[src/rtl/uart_rs232_rx_frontend.sv]
// ---------------------------------------------------------------------------
// uart_rs232_rx_frontend
//   UART receiver for the RS-232 path. It synchronises the asynchronous Rx
//   line and runs a 16x oversample tick divider. Each bit is sampled three
//   times and resolved by majority vote. A framing FSM checks the start bit,
//   data bits, optional parity bit and stop bit. A one-entry holding register
//   with a valid/ready handshake presents the received byte.
//
//   Optional feature macro: UART_RX_PARITY_EN
//     defined   -> one even-parity bit is expected between the data and stop
//                  bits, and ParityErr is driven.
//     undefined -> the frame is start + NBITS + stop, and ParityErr is always 0.
//
// Ports
//   Clk        in   1      system clock, posedge
//   Rst_n      in   1      synchronous active-low reset
//   Rx         in   1      asynchronous serial line, idle high
//   BaudDiv    in   16     tick period minus 1 (baud = Fclk/((BaudDiv+1)*16))
//   RxReady    in   1      consumer takes RxData when RxValid && RxReady
//   RxData     out  NBITS  holding register
//   RxValid    out  1      holding register full
//   RxBusy     out  1      FSM not idle
//   FrameErr   out  1      1-clk pulse, stop bit sampled low
//   Overrun    out  1      1-clk pulse, frame completed while holding reg full
//   ParityErr  out  1      1-clk pulse, parity mismatch (with the byte load)
// ---------------------------------------------------------------------------
module uart_rs232_rx_frontend #(
  parameter int NBITS       = 8,
  parameter int OVERSAMPLE  = 16,
  parameter int SYNC_STAGES = 2
) (
  input  logic             Clk,
  input  logic             Rst_n,
  input  logic             Rx,
  input  logic [15:0]      BaudDiv,
  input  logic             RxReady,
  output logic [NBITS-1:0] RxData,
  output logic             RxValid,
  output logic             RxBusy,
  output logic             FrameErr,
  output logic             Overrun,
  output logic             ParityErr
);

  localparam logic [2:0] IDLE   = 3'd0;
  localparam logic [2:0] START  = 3'd1;
  localparam logic [2:0] DATA   = 3'd2;
`ifdef UART_RX_PARITY_EN
  localparam logic [2:0] PARITY = 3'd3;
`endif
  localparam logic [2:0] STOP   = 3'd4;
  localparam logic [2:0] BRK    = 3'd5;

  localparam logic [3:0] S_LAST   = 4'(OVERSAMPLE - 1);
  localparam logic [3:0] S_SAMP0  = 4'd7;
  localparam logic [3:0] S_SAMP1  = 4'd8;
  localparam logic [3:0] S_DECIDE = 4'd9;
  localparam logic [2:0] IDX_LAST = 3'(NBITS - 1);

  function automatic logic maj3(input logic a, input logic b, input logic c);
    maj3 = (a & b) | (a & c) | (b & c);
  endfunction

  function automatic logic evenParity(input logic [NBITS-1:0] d);
    evenParity = ^d;
  endfunction

  logic [SYNC_STAGES-1:0] rxSync_r;
  logic                   rxs_s;
  logic [15:0]            divCnt_r;
  logic [15:0]            divLatch_r;
  logic                   tick_s;

  logic [2:0]       state_r,   stateNext_s;
  logic [3:0]       sCnt_r,    sCntNext_s;
  logic [2:0]       bitIdx_r,  bitIdxNext_s;
  logic [NBITS-1:0] shift_r,   shiftNext_s;
  logic             samp7_r,   samp7Next_s;
  logic             samp8_r,   samp8Next_s;
  logic             maj_s;
  logic             deliver_s;
  logic             frameErr_s;
`ifdef UART_RX_PARITY_EN
  logic             parErr_r,  parErrNext_s;
`endif

  assign rxs_s  = rxSync_r[SYNC_STAGES-1];
  assign tick_s = (divCnt_r == divLatch_r);
  // third sample is the live synchronised line at the deciding tick
  assign maj_s  = maj3(samp7_r, samp8_r, rxs_s);

  // Rx synchroniser, idles high so reset never looks like a start bit
  always_ff @(posedge Clk) begin
    if (!Rst_n) begin
      rxSync_r <= {SYNC_STAGES{1'b1}};
    end else begin
      rxSync_r <= {rxSync_r[SYNC_STAGES-2:0], Rx};
    end
  end

  // Oversample tick divider; BaudDiv is latched at wrap so a change mid-period
  // cannot make the counter run past its terminal value
  always_ff @(posedge Clk) begin
    if (!Rst_n) begin
      divCnt_r   <= 16'd0;
      divLatch_r <= BaudDiv;
    end else if (tick_s) begin
      divCnt_r   <= 16'd0;
      divLatch_r <= BaudDiv;
    end else begin
      divCnt_r   <= divCnt_r + 16'd1;
    end
  end

  // Framing FSM next-state logic; every decision is qualified by tick_s
  always_comb begin
    stateNext_s  = state_r;
    sCntNext_s   = sCnt_r;
    bitIdxNext_s = bitIdx_r;
    shiftNext_s  = shift_r;
    samp7Next_s  = samp7_r;
    samp8Next_s  = samp8_r;
    deliver_s    = 1'b0;
    frameErr_s   = 1'b0;
`ifdef UART_RX_PARITY_EN
    parErrNext_s = parErr_r;
`endif
    if (tick_s) begin
      if (sCnt_r == S_SAMP0) begin
        samp7Next_s = rxs_s;
      end else begin
        samp7Next_s = samp7_r;
      end
      if (sCnt_r == S_SAMP1) begin
        samp8Next_s = rxs_s;
      end else begin
        samp8Next_s = samp8_r;
      end
      case (state_r)
        IDLE: begin
          if (!rxs_s) begin
            stateNext_s  = START;
            sCntNext_s   = 4'd0;
`ifdef UART_RX_PARITY_EN
            parErrNext_s = 1'b0;
`endif
          end else begin
            stateNext_s = IDLE;
          end
        end
        START: begin
          sCntNext_s = sCnt_r + 4'd1;
          if ((sCnt_r == S_DECIDE) && maj_s) begin
            stateNext_s = IDLE;          // glitch, silently dropped
          end else if (sCnt_r == S_LAST) begin
            stateNext_s  = DATA;
            bitIdxNext_s = 3'd0;
          end else begin
            stateNext_s = START;
          end
        end
        DATA: begin
          sCntNext_s = sCnt_r + 4'd1;
          if (sCnt_r == S_DECIDE) begin
            shiftNext_s = {maj_s, shift_r[NBITS-1:1]};   // LSB first
          end else begin
            shiftNext_s = shift_r;
          end
          if (sCnt_r == S_LAST) begin
            if (bitIdx_r == IDX_LAST) begin
`ifdef UART_RX_PARITY_EN
              stateNext_s = PARITY;
`else
              stateNext_s = STOP;
`endif
            end else begin
              bitIdxNext_s = bitIdx_r + 3'd1;
            end
          end else begin
            stateNext_s = DATA;
          end
        end
`ifdef UART_RX_PARITY_EN
        PARITY: begin
          sCntNext_s = sCnt_r + 4'd1;
          if (sCnt_r == S_DECIDE) begin
            parErrNext_s = (maj_s != evenParity(shift_r));
          end else begin
            parErrNext_s = parErr_r;
          end
          if (sCnt_r == S_LAST) begin
            stateNext_s = STOP;
          end else begin
            stateNext_s = PARITY;
          end
        end
`endif
        STOP: begin
          sCntNext_s = sCnt_r + 4'd1;
          // decide half a bit early so a back-to-back start edge is not missed
          if (sCnt_r == S_DECIDE) begin
            if (maj_s) begin
              stateNext_s = IDLE;
              deliver_s   = 1'b1;
            end else begin
              stateNext_s = BRK;
              frameErr_s  = 1'b1;
            end
          end else begin
            stateNext_s = STOP;
          end
        end
        BRK: begin
          // hold off until the line returns high so a stuck-low line
          // does not produce a stream of zero bytes
          if (rxs_s) begin
            stateNext_s = IDLE;
          end else begin
            stateNext_s = BRK;
          end
        end
        default: begin
          stateNext_s = IDLE;
        end
      endcase
    end else begin
      stateNext_s = state_r;
    end
  end

  // Framing FSM state registers
  always_ff @(posedge Clk) begin
    if (!Rst_n) begin
      state_r  <= IDLE;
      sCnt_r   <= 4'd0;
      bitIdx_r <= 3'd0;
      shift_r  <= {NBITS{1'b0}};
      samp7_r  <= 1'b1;
      samp8_r  <= 1'b1;
`ifdef UART_RX_PARITY_EN
      parErr_r <= 1'b0;
`endif
    end else begin
      state_r  <= stateNext_s;
      sCnt_r   <= sCntNext_s;
      bitIdx_r <= bitIdxNext_s;
      shift_r  <= shiftNext_s;
      samp7_r  <= samp7Next_s;
      samp8_r  <= samp8Next_s;
`ifdef UART_RX_PARITY_EN
      parErr_r <= parErrNext_s;
`endif
    end
  end

  // Holding register, handshake and registered status pulses
  always_ff @(posedge Clk) begin
    if (!Rst_n) begin
      RxData    <= {NBITS{1'b0}};
      RxValid   <= 1'b0;
      RxBusy    <= 1'b0;
      FrameErr  <= 1'b0;
      Overrun   <= 1'b0;
      ParityErr <= 1'b0;
    end else begin
      RxBusy    <= (stateNext_s != IDLE);
      FrameErr  <= frameErr_s;
      Overrun   <= 1'b0;
      ParityErr <= 1'b0;
      if (deliver_s) begin
        // a same-clock handshake frees the register for the new byte
        if (!RxValid || RxReady) begin
          RxData    <= shift_r;
          RxValid   <= 1'b1;
`ifdef UART_RX_PARITY_EN
          ParityErr <= parErr_r;
`endif
        end else begin
          Overrun   <= 1'b1;
        end
      end else if (RxValid && RxReady) begin
        RxValid <= 1'b0;
      end
    end
  end

endmodule

[config.mk]
export PLATFORM = sky130hd
export DESIGN_NAME = uart_rs232_rx_frontend
export DESIGN_NICKNAME = d
export VERILOG_FILES = /design/src/rtl/uart_rs232_rx_frontend.sv
export SDC_FILE = /design/constraint.sdc
export NUM_CORES = 1
export LEC_CHECK = 0
export ABC_AREA = 1
export CAP_MARGIN = 10
export CORE_MARGIN = 10
export CORE_UTILIZATION = 52
export CTS_CLUSTER_SIZE = 40
export DETAILED_ROUTE_END_ITERATION = 6
export DONT_BUFFER_PORTS = 1
export PLACE_DENSITY = 0.77
export REMOVE_ABC_BUFFERS = 1
export SYNTH_ARGS = -nofsm -noshare
export SYNTH_HDL_FRONTEND = slang
export SYNTH_SLANG_ARGS = --single-unit
[constraint.sdc]
create_clock -name Clk -period 2.5 [get_ports Clk]
set_input_delay 0.625 -clock Clk [delete_from_list [all_inputs] [get_ports Clk]]
set_output_delay 0.625 -clock Clk [all_outputs]
set_load 0.01 [all_outputs]
==> results of run 1 <==
routing by layer:
| layer | wire [microns] | GRT usage, % | up-vias |
|---|---|---|---|
| li1 | - | - | 1435 |
| met1 | 2980 | 16.5 | 1247 |
| met2 | 3180 | 23.4 | 64 |
| met3 | 446 | 4.98 | 12 |
| met4 | 88 | 5.29 | 0 |
| met5 | 0 | 0 | - |
kinds of logic after synthesis:
group,Yosys count
xor+xnor,11
other cells,1
fa+ha+maj,6
simple gates,272
flops,66
buf+inv,79
compound gates,24
worst max path at each step:
stage                      startpoint              to  slack, ns  cells after the start
after detailed placement  divCnt_r[0]  divLatch_r[10]       0.56                      9
after global placement    divCnt_r[0]  divLatch_r[11]       0.62                      9
final                     divCnt_r[0]   divLatch_r[5]       0.57                      9
after CTS                 divCnt_r[0]   divLatch_r[6]       0.55                      9
after global routing      divCnt_r[1]  divLatch_r[10]       0.38                      9
after floorplan           divCnt_r[4]       sCnt_r[0]       0.61                     11
cell usage after synthesis (5+ instances only):
cell type	count	area share, %
nand2_1	144	16
inv_1	63	7.2
nor2_1	62	7.0
dfxtp_1	50	30
nand3_1	24	3.6
a21oi_1	20	3.0
edfxtp_1	16	15
nand4_1	15	2.8
nor3_1	7	1.1
ha_1	6	2.3
inv_2	6	0.68
xor2_1	6	1.6
nor2_4	5	1.7
xnor2_1	5	1.3
power groups by stage:
stage               clock (W)  combinational [W]  sequential, W
floorplan                   0          0.0000617        0.00115
global placement            0          0.0000765        0.00115
detailed placement          0          0.0000797        0.00115
CTS                  0.000968          0.0000800        0.00113
global route          0.00101          0.0000921        0.00113
finish               0.000954          0.0000791        0.00113
worst max-delay path: stages (launching register included):
cell and delay, ns:
dfxtp_1 0.45, inv_2 0.09, nand2_1 0.06, nand2_1 0.04, nor2_1 0.12, nand2_1 0.11, nor2_4 0.20, nand2_2 0.12
nand2_2 0.23, buf_12 0.21
registers in the layout, summed over array words and instances (netlist names):
name / cells
samp7_r: 1
RxData: 8
Overrun: 1
divLatch_r: 16
rxSync_r: 2
RxBusy: 1
divCnt_r: 16
bitIdx_r: 3
FrameErr: 1
shift_r: 8
sCnt_r: 4
state_r: 3
RxValid: 1
samp8_r: 1
area by class of cell:
type                       count  area, sq um  area share, %
inverter                      70          263           7.31
clock inverter                 1         30.0          0.836
tap                           75         93.8           2.61
sequential                    66         1480           41.2
timing repair buffer           2         27.5          0.766
clock buffer                  15          186           5.19
multi-input combinational    314         1510           42.1
per-stage QoR:
stage	total power (W)	hold WS (ns)	setup WS (ns)	cell area, sq um	util, %
2_1_floorplan	0.00121	0.393	0.608	3260	-
3_3_place_gp	0.00123	0.399	0.619	3380	55.7
3_5_place_dp	0.00123	0.403	0.557	3380	55.7
4_1_cts	0.00218	0.363	0.555	3590	59.3
5_1_grt	0.00224	0.354	0.377	3590	59.3
6_report	0.00217	0.367	0.570	3590	59.3
==> key figures, run 1 <==
Status
  – Status: complete, no violations

Route
  – Drt total wl: between 6000 and 7000 microns
  – DR vias/cell: 5.08
  – Routed Antenna Nets: 0
  – # DRC: 0
  – Total number of vias: ~2,800
  – Initial DRC count: 128
  – Avg WL per Cell: about 12 microns
  – Drt first pass iters: 4

Placement
  – Post-DP HPWL: 4930 microns
  – IO buf count: 0
  – Dpl cells: approximately 530
  – Final GP Congestion: 0.855

Floorplan
  – Core area: ~6100 sq um
  – # IOs: 33
  – Width of the die: 99.7 microns
  – Die area: 9950 sq um
  – Initial core utilization: 54.6%
  – FP Rows: 28
  – Die Height: 99.7 microns

GRT
  – Overflow after GRT: 0
  – Overall routing resource usage: 14.2%
  – Initial antenna violation count: 0
  – Number of global-route vias before repair: between 2,000 and 3,000
  – First-pass GRT wire length: 11,700 microns
  – Largest net degree at the start of global routing: 25

Layout
  – Layout cells sized above 1: 7.91%
  – Layout area overhead: 8.66%
  – Most frequent cells in the layout: nand2_1 (144), inv_1 (63), nor2_1 (62)
  – Inserted Diodes: 0
  – Layout fillers: 543
  – Fin cells: 543
  – Final Net Count: 489
  – Commonest non-fill, non-tap cell in the layout: nand2_1

CTS
  – Postcts setup bufs: 0
  – Hold buffers post-CTS: 0
  – TritonCTS buffer count: 9
  – # H-tree levels: 3
  – CTS resizes: 0
  – Worst skew pair latency: 0.35 ns
  – Sink Count: 66
  – Root Buffer: clkbuf_8
  – CTS tree: yes
  – Clk pin slew, worst setup/hold paths: 0.07 ns
  – Longest Clk Path Bufs: 2

Critical path
  – Worst r2r path cells: 9
  – Crit path launch type: flip-flop
  – CP Data Arrival Time: a little under 2 ns
  – R2R setup slack: 0.57 ns
  – Terminus of the critical flop-to-flop path: divLatch_r[5]
  – WP data required: 2.55 ns
  – Origin of the critical flop-to-flop path: divCnt_r[0]
  – CP Capture Type: flip-flop
  – Setup CP Type: flip-flop to flip-flop
  – Critical Path Fanout Max: 22

Power
  – Static Leakage: about 1.6 nW
  – P_int: 0.00171 W
  – Sw frac: 20.8%
  – Net Switching: 0.000451 W
  – Worst VDD drop: 0.419 mV
  – Combinational share of power: 3.7%
  – Power density over the cells: 603 nW/um^2
  – Clk pwr share: 44.1%
  – Flop pwr share: roughly 52%

Worst hold path
  – Hold Crit Class: input port to flip-flop
  – Hold Path End: divLatch_r[7]
  – Min-Delay Startpoint: BaudDiv[7]
  – Worst hold stages: 0

Logic synthesis
  – Synth Area in Adders: 2.27%
  – Post-Synth XOR/XNOR Area: 2.91%
  – Distinct cell type count after synthesis: 34
  – Simple-gate share of the synthesized area: 36.7%
  – Post-Syn Area per Cell: slightly above 7 sq um
  – EDFF count, synth: 16
  – Largest family of logic cells by synthesized area: simple AND/OR/NAND/NOR gates
  – Top FF cell, synth: dfxtp_1
  – Synth Area in Compound Gates: 3.75%
  – Sequential cell area fraction in the yosys report: 44.8%
  – FFs w/ async S/R, synth: 0%
  – Seq cells post-synth: 66
  – Mux share of post-synthesis cell area: 0%
  – Mapped Area: about 3300 sq um
  – Yosys warning count: 0
  – Syn Inst Count: between 400 and 500

STA
  – Post-Route Skew: 0.00872 ns
  – Final Max Tran Viols: 0
  – TNS Setup: 0 ns
  – Endpoints failing hold: 0
  – Setup-failing EPs final: 0
  – Final Cycle Share: 77.2%
  – RSZ-0062 raised after global routing: no
  – Tmin final: 1.93 ns
  – Fmax: just over 500 MHz

Flow run
  – Max-Cap Viols: 0
No activity file was read; power rests on OpenSTA's default activity.
==> run 2: changes to the inputs <==
==> constraint.sdc (replaced) <==
create_clock -name Clk -period 1.9 [get_ports Clk]
set_input_delay 0.475 -clock Clk [delete_from_list [all_inputs] [get_ports Clk]]
set_output_delay 0.475 -clock Clk [all_outputs]
set_load 0.01 [all_outputs]
==> run 2 against run 1 <==
Effect of this change: clock-buffer cell count fell by 4; largest cell class unchanged; die area did not move; power rose by 36%; first-iteration DRC count fell by 20%.
==> key figures, run 2 (synthesized netlist as in run 1, its figures left out) <==
Power
  – Total power: 0.00295 W (+36%)
  – Flop pwr share: 50.5% (-1.8 points)
  – Net Switching: 0.000598 W (+33%)
  – Sw frac: 20.3% (-0.53 points)
  – P_int: 0.00235 W (+37%)
  – Power density over the cells: 809 nW/um^2 (+34%)
  – Static Leakage: 1.62 nW (+1.4%)
  – Worst VDD drop: 0.615 mV (+47%)
  – Clk pwr share: 46.0% (+1.9 points)
  – Combinational share of power: 3.5% (-0.2 points)

Route
  – Initial DRC count: 103 (-20%)
  – Drt first pass iters: 5 (+1)
  – Routed Antenna Nets: 0 (unchanged)
  – DR vias/cell: 4.94 (-2.6%)
  – Total number of vias: 2,695 (-2.3%)
  – Drt total wl: 6470 microns (-3.4%)
  – Avg WL per Cell: 11.9 microns (-3.8%)
  – # DRC: 0 (unchanged)

Floorplan
  – # IOs: 33 (unchanged)
  – FP Rows: 28 (unchanged)
  – Die Height: 99.7 microns (unchanged)
  – Width of the die: 99.7 microns (unchanged)
  – Initial core utilization: 54.6% (unchanged)
  – Die area: 9950 sq um (unchanged)
  – Core area: 6060 sq um (unchanged)

Critical path
  – CP Capture Type: flip-flop
  – CP max stage cell: dfxtp_1
  – Family with the most delay on the worst path: simple AND/OR/NAND/NOR gates
  – CP Data Arrival Time: 1.81 ns (-0.17 ns)
  – Critical Path Fanout Max: 32 (+45%)
  – Slowest Stage Delay on Critical Path: 0.38 ns (-0.07 ns)
  – Critical Path, Cell by Cell: inv_1 -> nand2_1 -> nand2_1 -> nor2_1 -> nand2_1 -> nor2_4 -> nand2_2 -> nand2_2 -> buf_12
  – Origin of the critical flop-to-flop path: divCnt_r[11]
  – Critical Path Most Common Cell: nand2_1
  – Buf/Inv on CP: 2 (unchanged)
  – WP data required: 1.93 ns (-0.62 ns)
  – Crit path launch type: flip-flop
  – Setup CP Type: flip-flop to flip-flop
  – Critical path origin: divCnt_r[11]

CTS
  – TritonCTS buffer count: 9 (unchanged)
  – Postcts setup bufs: 0 (unchanged)
  – Hold buffers post-CTS: 0 (unchanged)
  – Longest Clk Path Bufs: 2 (unchanged)
  – CTS tree: yes
  – Worst skew pair latency: 0.34 ns (about the same)
  – # H-tree levels: 3 (unchanged)
  – Clk pin slew, worst setup/hold paths: 0.07 ns (about the same)
  – Sink Count: 66 (unchanged)
  – CTS resizes: 0 (unchanged)
  – Root Buffer: clkbuf_8

Layout
  – Inserted Diodes: 0 (unchanged)
  – Layout cells sized above 1: 9.15% (+1.2 points)
  – Commonest non-fill, non-tap cell in the layout: nand2_1
  – Final Net Count: 491 (+0.41%)
  – Layout area overhead: 10.2%
  – Core Util, Final: 60.1% (+0.83 points)
  – Most frequent cells in the layout: nand2_1 (144), inv_1 (62), nor2_1 (62)
  – Top Registers: divCnt_r x16, divLatch_r x16
  – Layout fillers: 544 (+0.18%)
  – Fin cells: 545 (+0.37%)

GRT
  – Global Route met2 Usage: 23.4% (-0.050 points)
  – Overflow after GRT: 0 (unchanged)
  – Number of global-route vias before repair: 2,635 (+0.84%)
  – Met3 usage: 5.26% (+0.28 points)
  – Largest net degree at the start of global routing: 33 (+32%)
  – GRT Max-Usage Layer: met2
  – Overall routing resource usage: 13.9% (-0.26 points)
  – First-pass GRT wire length: 11,500 microns (-1.9%)
  – Initial antenna violation count: 0 (unchanged)
  – Met1 Track Usage GR: 15.7% (-0.83 points)

STA
  – TNS Setup: 0 ns (unchanged)
  – Endpoints failing hold: 0 (unchanged)
  – RSZ-0062 raised after global routing: no
  – Tmin final: 1.78 ns (-0.154 ns)
  – Final Cycle Share: 93.5% (+16 points)
  – Fmax: 563 MHz (+8.7%)
  – Post-Route Skew: 0.0106 ns (+0.00192 ns)
  – Setup-failing EPs final: 0 (unchanged)
  – WHS: 0.221 ns (-0.146 ns)
  – Final Max Tran Viols: 0 (unchanged)

Worst hold path
  – Hold Crit Class: input port to flip-flop
  – Min-Delay Startpoint: Rst_n

Placement
  – Final GP Congestion: 0.882 (+3.2%)
  – Dpl cells: 529 (+0.38%)
  – IO buf count: 0 (unchanged)
  – Post-DP HPWL: 4740 microns (-4.0%)

Status
  – Status: complete, no violations

Flow run
  – Max-Cap Viols: 0 (unchanged)
==> run 2: layout make-up <==
cell class                 instances  area [sq um]  share of cell area (%)
clock buffer                      11           163                    4.46
clock inverter                     5          73.8                    2.03
inverter                          70           263                    7.21
multi-input combinational        314          1510                    41.5
sequential                        66          1480                    40.7
tap                               75          93.8                    2.58
timing repair buffer               4          55.1                    1.51
==> run 2: final timing paths <==
path / end / cells after the start / slack (ns)
worst min register to register: rxSync_r[1] / 1 / 0.42
worst max register to register: divLatch_r[0] / 9 / 0.12
worst min-delay path: samp8_r / 1 / 0.22
worst max-delay path: divLatch_r[0] / 9 / 0.12
==> run 2: power by group through the flow <==
stage	Clock (W)	Combinational, W	Sequential (W)
floorplan	0	0.0000812	0.00151
global placement	0	0.000101	0.00152
detailed placement	0	0.000103	0.00152
CTS	0.00139	0.000104	0.00149
global route	0.00144	0.000122	0.00149
finish	0.00136	0.000103	0.00149
==> run 2: per-stage QoR <==
step	area [sq um]	worst slack [ns]
2_1_floorplan	3260	0.00804
3_3_place_gp	3400	0.198
3_5_place_dp	3400	0.147
4_1_cts	3640	0.130
5_1_grt	3640	0.00778
6_report	3640	0.124
==> run 2: metal layers <==
metal	wire, microns	part of all wire [%]
met1	2940	45
met2	3080	48
met3	385	6.0
met4	68	1.1
met5	0	0
==> run 2: worst reg2reg max path: stages, from the launching register on <==
cell     delay (ns)
dfxtp_1        0.38
inv_1          0.11
nand2_1        0.07
nand2_1        0.05
nor2_1         0.11
nand2_1        0.13
nor2_4         0.19
nand2_2        0.12
nand2_2        0.10
buf_12         0.19
==> run 3: changes to the inputs <==
--- a/config.mk
+++ b/config.mk
@@ -12,8 +12,10 @@
 export CTS_CLUSTER_SIZE = 40
 export DETAILED_ROUTE_END_ITERATION = 6
 export DONT_BUFFER_PORTS = 1
+export GPL_TIMING_DRIVEN = 0
 export PLACE_DENSITY = 0.77
 export REMOVE_ABC_BUFFERS = 1
+export SLEW_MARGIN = 10
 export SYNTH_ARGS = -nofsm -noshare
 export SYNTH_HDL_FRONTEND = slang
 export SYNTH_SLANG_ARGS = --single-unit
==> run 3 against run 2 <==
Effect of this change: global-route usage decreased by 0.22 points; die area unchanged; sequential share of layout area is 0.22 points lower; combinational power hardly changed; critical path depth increased by 1; critical path type unchanged; largest cell class unchanged.
==> key figures, run 3 (synthesized netlist as in run 1, its figures left out) <==
Floorplan
  – Die area: 9950 sq um (unchanged)
  – # IOs: 33 (unchanged)
  – Initial core utilization: 54.6% (unchanged)
  – Core area: 6060 sq um (unchanged)
  – Die Height: 99.7 microns (unchanged)
  – Width of the die: 99.7 microns (unchanged)
  – FP Rows: 28 (unchanged)

Flow run
  – Max-Cap Viols: 0 (unchanged)

CTS
  – Root Buffer: clkbuf_8
  – Worst skew pair latency: 0.33 ns (about the same)
  – Clk pin slew, worst setup/hold paths: 0.07 ns (about the same)
  – Longest Clk Path Bufs: 2 (unchanged)
  – # H-tree levels: 3 (unchanged)
  – Hold buffers post-CTS: 0 (unchanged)
  – TritonCTS buffer count: 9 (unchanged)
  – Sink Count: 66 (unchanged)
  – CTS tree: yes

Layout
  – Top Registers: divCnt_r x16, divLatch_r x16
  – Fin cells: 551 (+1.1%)
  – Layout fillers: 544 (unchanged)
  – Design Area, Final: 3670 sq um (+0.62%)
  – Layout area overhead: 10.9%
  – Commonest non-fill, non-tap cell in the layout: nand2_1
  – Area of the multi-input gates: 1560 sq um (+2.9%)
  – Seq. cell area: 1490 sq um (about the same)
  – Most frequent cells in the layout: nand2_1 (144), inv_1 (62), nor2_1 (61)
  – Layout cells sized above 1: 10.5% (+1.4 points)
  – Final Net Count: 497 (+1.2%)
  – Inserted Diodes: 0 (unchanged)

Power
  – Net Switching: 0.000605 W (+1.2%)
  – Total power: 0.00284 W (-3.7%)
  – Power density over the cells: 774 nW/um^2 (-4.3%)
  – Clk pwr share: 43.9% (-2.1 points)
  – P_int: 0.00223 W (-5.0%)
  – Flop pwr share: 52.5% (+2.0 points)
  – Combinational share of power: 3.6% (about the same)
  – Worst VDD drop: 0.574 mV (-6.7%)
  – Static Leakage: 1.65 nW (+1.3%)
  – Sw frac: 21.3% (+1.0 points)

Worst hold path
  – Worst hold stages: 1 (unchanged)
  – Hold Crit Class: input port to flip-flop

Route
  – Routed Antenna Nets: 0 (unchanged)
  – Initial DRC count: 182 (+77%)
  – # DRC: 0 (unchanged)
  – DR vias/cell: 5.01 (+1.4%)
  – Drt first pass iters: 4 (-1)
  – Avg WL per Cell: 12.5 microns (+5.7%)
  – Total number of vias: 2,763 (+2.5%)
  – Drt total wl: 6910 microns (+6.8%)

Critical path
  – Setup CP Type: flip-flop to flip-flop
  – CP Data Arrival Time: 2.00 ns (+0.19 ns)
  – CP Capture Type: flip-flop
  – CP max stage cell: nor2_2
  – Critical Path Fanout Max: 10 (-69%)
  – Critical Path Most Common Cell: nand2_1
  – WP data required: 2.13 ns (+0.20 ns)
  – Crit path launch type: flip-flop
  – R2R setup slack: 0.13 ns (about the same)
  – Worst r2r path cells: 10 (+1)
  – Critical Path, Cell by Cell: inv_1 -> nand2_1 -> nand2_1 -> nand2_1 -> nor2_1 -> nand2_1 -> nor2_2 -> nand4_1 -> nand2_1 -> nor2_1
  – Slowest Stage Delay on Critical Path: 0.41 ns (+0.03 ns)

GRT
  – First-pass GRT wire length: 11,300 microns (-1.6%)
  – Number of global-route vias before repair: 2,493 (-5.4%)
  – Overflow after GRT: 0 (unchanged)
  – Largest net degree at the start of global routing: 33 (unchanged)
  – Overall routing resource usage: 13.7% (-0.22 points)
  – Initial antenna violation count: 0 (unchanged)

STA
  – Tmin final: 1.77 ns (-0.0108 ns)
  – Final Cycle Share: 92.9% (-0.57 points)
  – Endpoints failing hold: 0 (unchanged)
  – Final Max Tran Viols: 0 (unchanged)
  – WHS: 0.226 ns (+0.00455 ns)
  – Fmax: 566 MHz (+0.61%)
  – Post-Route Skew: 0.00679 ns (-0.00386 ns)
  – Setup-failing EPs final: 0 (unchanged)

Status
  – Status: complete, no violations

Placement
  – IO buf count: 0 (unchanged)
  – Final GP Congestion: 0.790 (-10%)
  – Dpl cells: 525 (-0.76%)
  – Post-DP HPWL: 4650 microns (-1.8%)
  – Cell Area, Placed: 3350 sq um (-1.6%)
run 3: cell types whose count changed in the layout (fill, tap and decap cells not counted), moves of 2 or more:
| cell | previous run | this run |
|---|---|---|
| buf_4 | 2 | 8 |
| buf_12 | 2 | 0 |
| nand2_2 | 3 | 1 |
| nand2_4 | 0 | 2 |
run 3: worst paths after layout:
path,from,to
hold / removal,Rst_n,samp8_r
hold reg to reg,rxSync_r[0],rxSync_r[1]
setup reg to reg,divCnt_r[1],RxData[2]
setup / recovery,divCnt_r[1],RxData[2]
run 3: final cells by class:
cell class	count	area share [%]
tap	75	2.56
inverter	70	7.17
timing repair buffer	8	1.64
clock buffer	10	3.48
multi-input combinational	316	42.4
clock inverter	6	2.22
sequential	66	40.5
run 3: stage by stage:
step           setup TNS, ns  utilization, %  setup WS, ns
2_1_floorplan              0               -       0.00804
3_3_place_gp          -13.07            55.3        -0.566
3_5_place_dp          -16.41            55.3        -0.657
4_1_cts                    0            59.1        0.0179
5_1_grt              -0.0697            60.5       -0.0654
6_report                   0            60.5         0.135
run 3: worst max-delay path: cells and delay by family, from the launching register on:
kind	cells	cell delay, ns
AND/OR/NAND/NOR	9	1.18
flip-flops	1	0.35
buffers and inverters	1	0.16
run 3: power by group through the flow:
stage | combinational (W) | clock, W | sequential, W
after detailed placement | 0.0000988 | 0 | 0.00152
final | 0.000103 | 0.00125 | 0.00149
after global placement | 0.0000954 | 0 | 0.00152
after CTS | 0.000101 | 0.00127 | 0.00149
after global routing | 0.000121 | 0.00134 | 0.00149
after floorplan | 0.0000812 | 0 | 0.00151
run 3: timing repair:
item	in CTS	in global routing
pin swaps	0	5
cloned	0	2
setup buffers	0	8
endpoints found under the setup margin	51	50
gates resized for setup	4	5
run 3: routing by layer:
layer / part of all wire (%) / vias up / track usage, %
met2: 49 / 48 / 22.9
met3: 5.2 / 9 / 5.19
li1: - / 1458 / -
met1: 45 / 1248 / 15.7
met5: 0 / - / 0
met4: 1.2 / 0 / 4.52
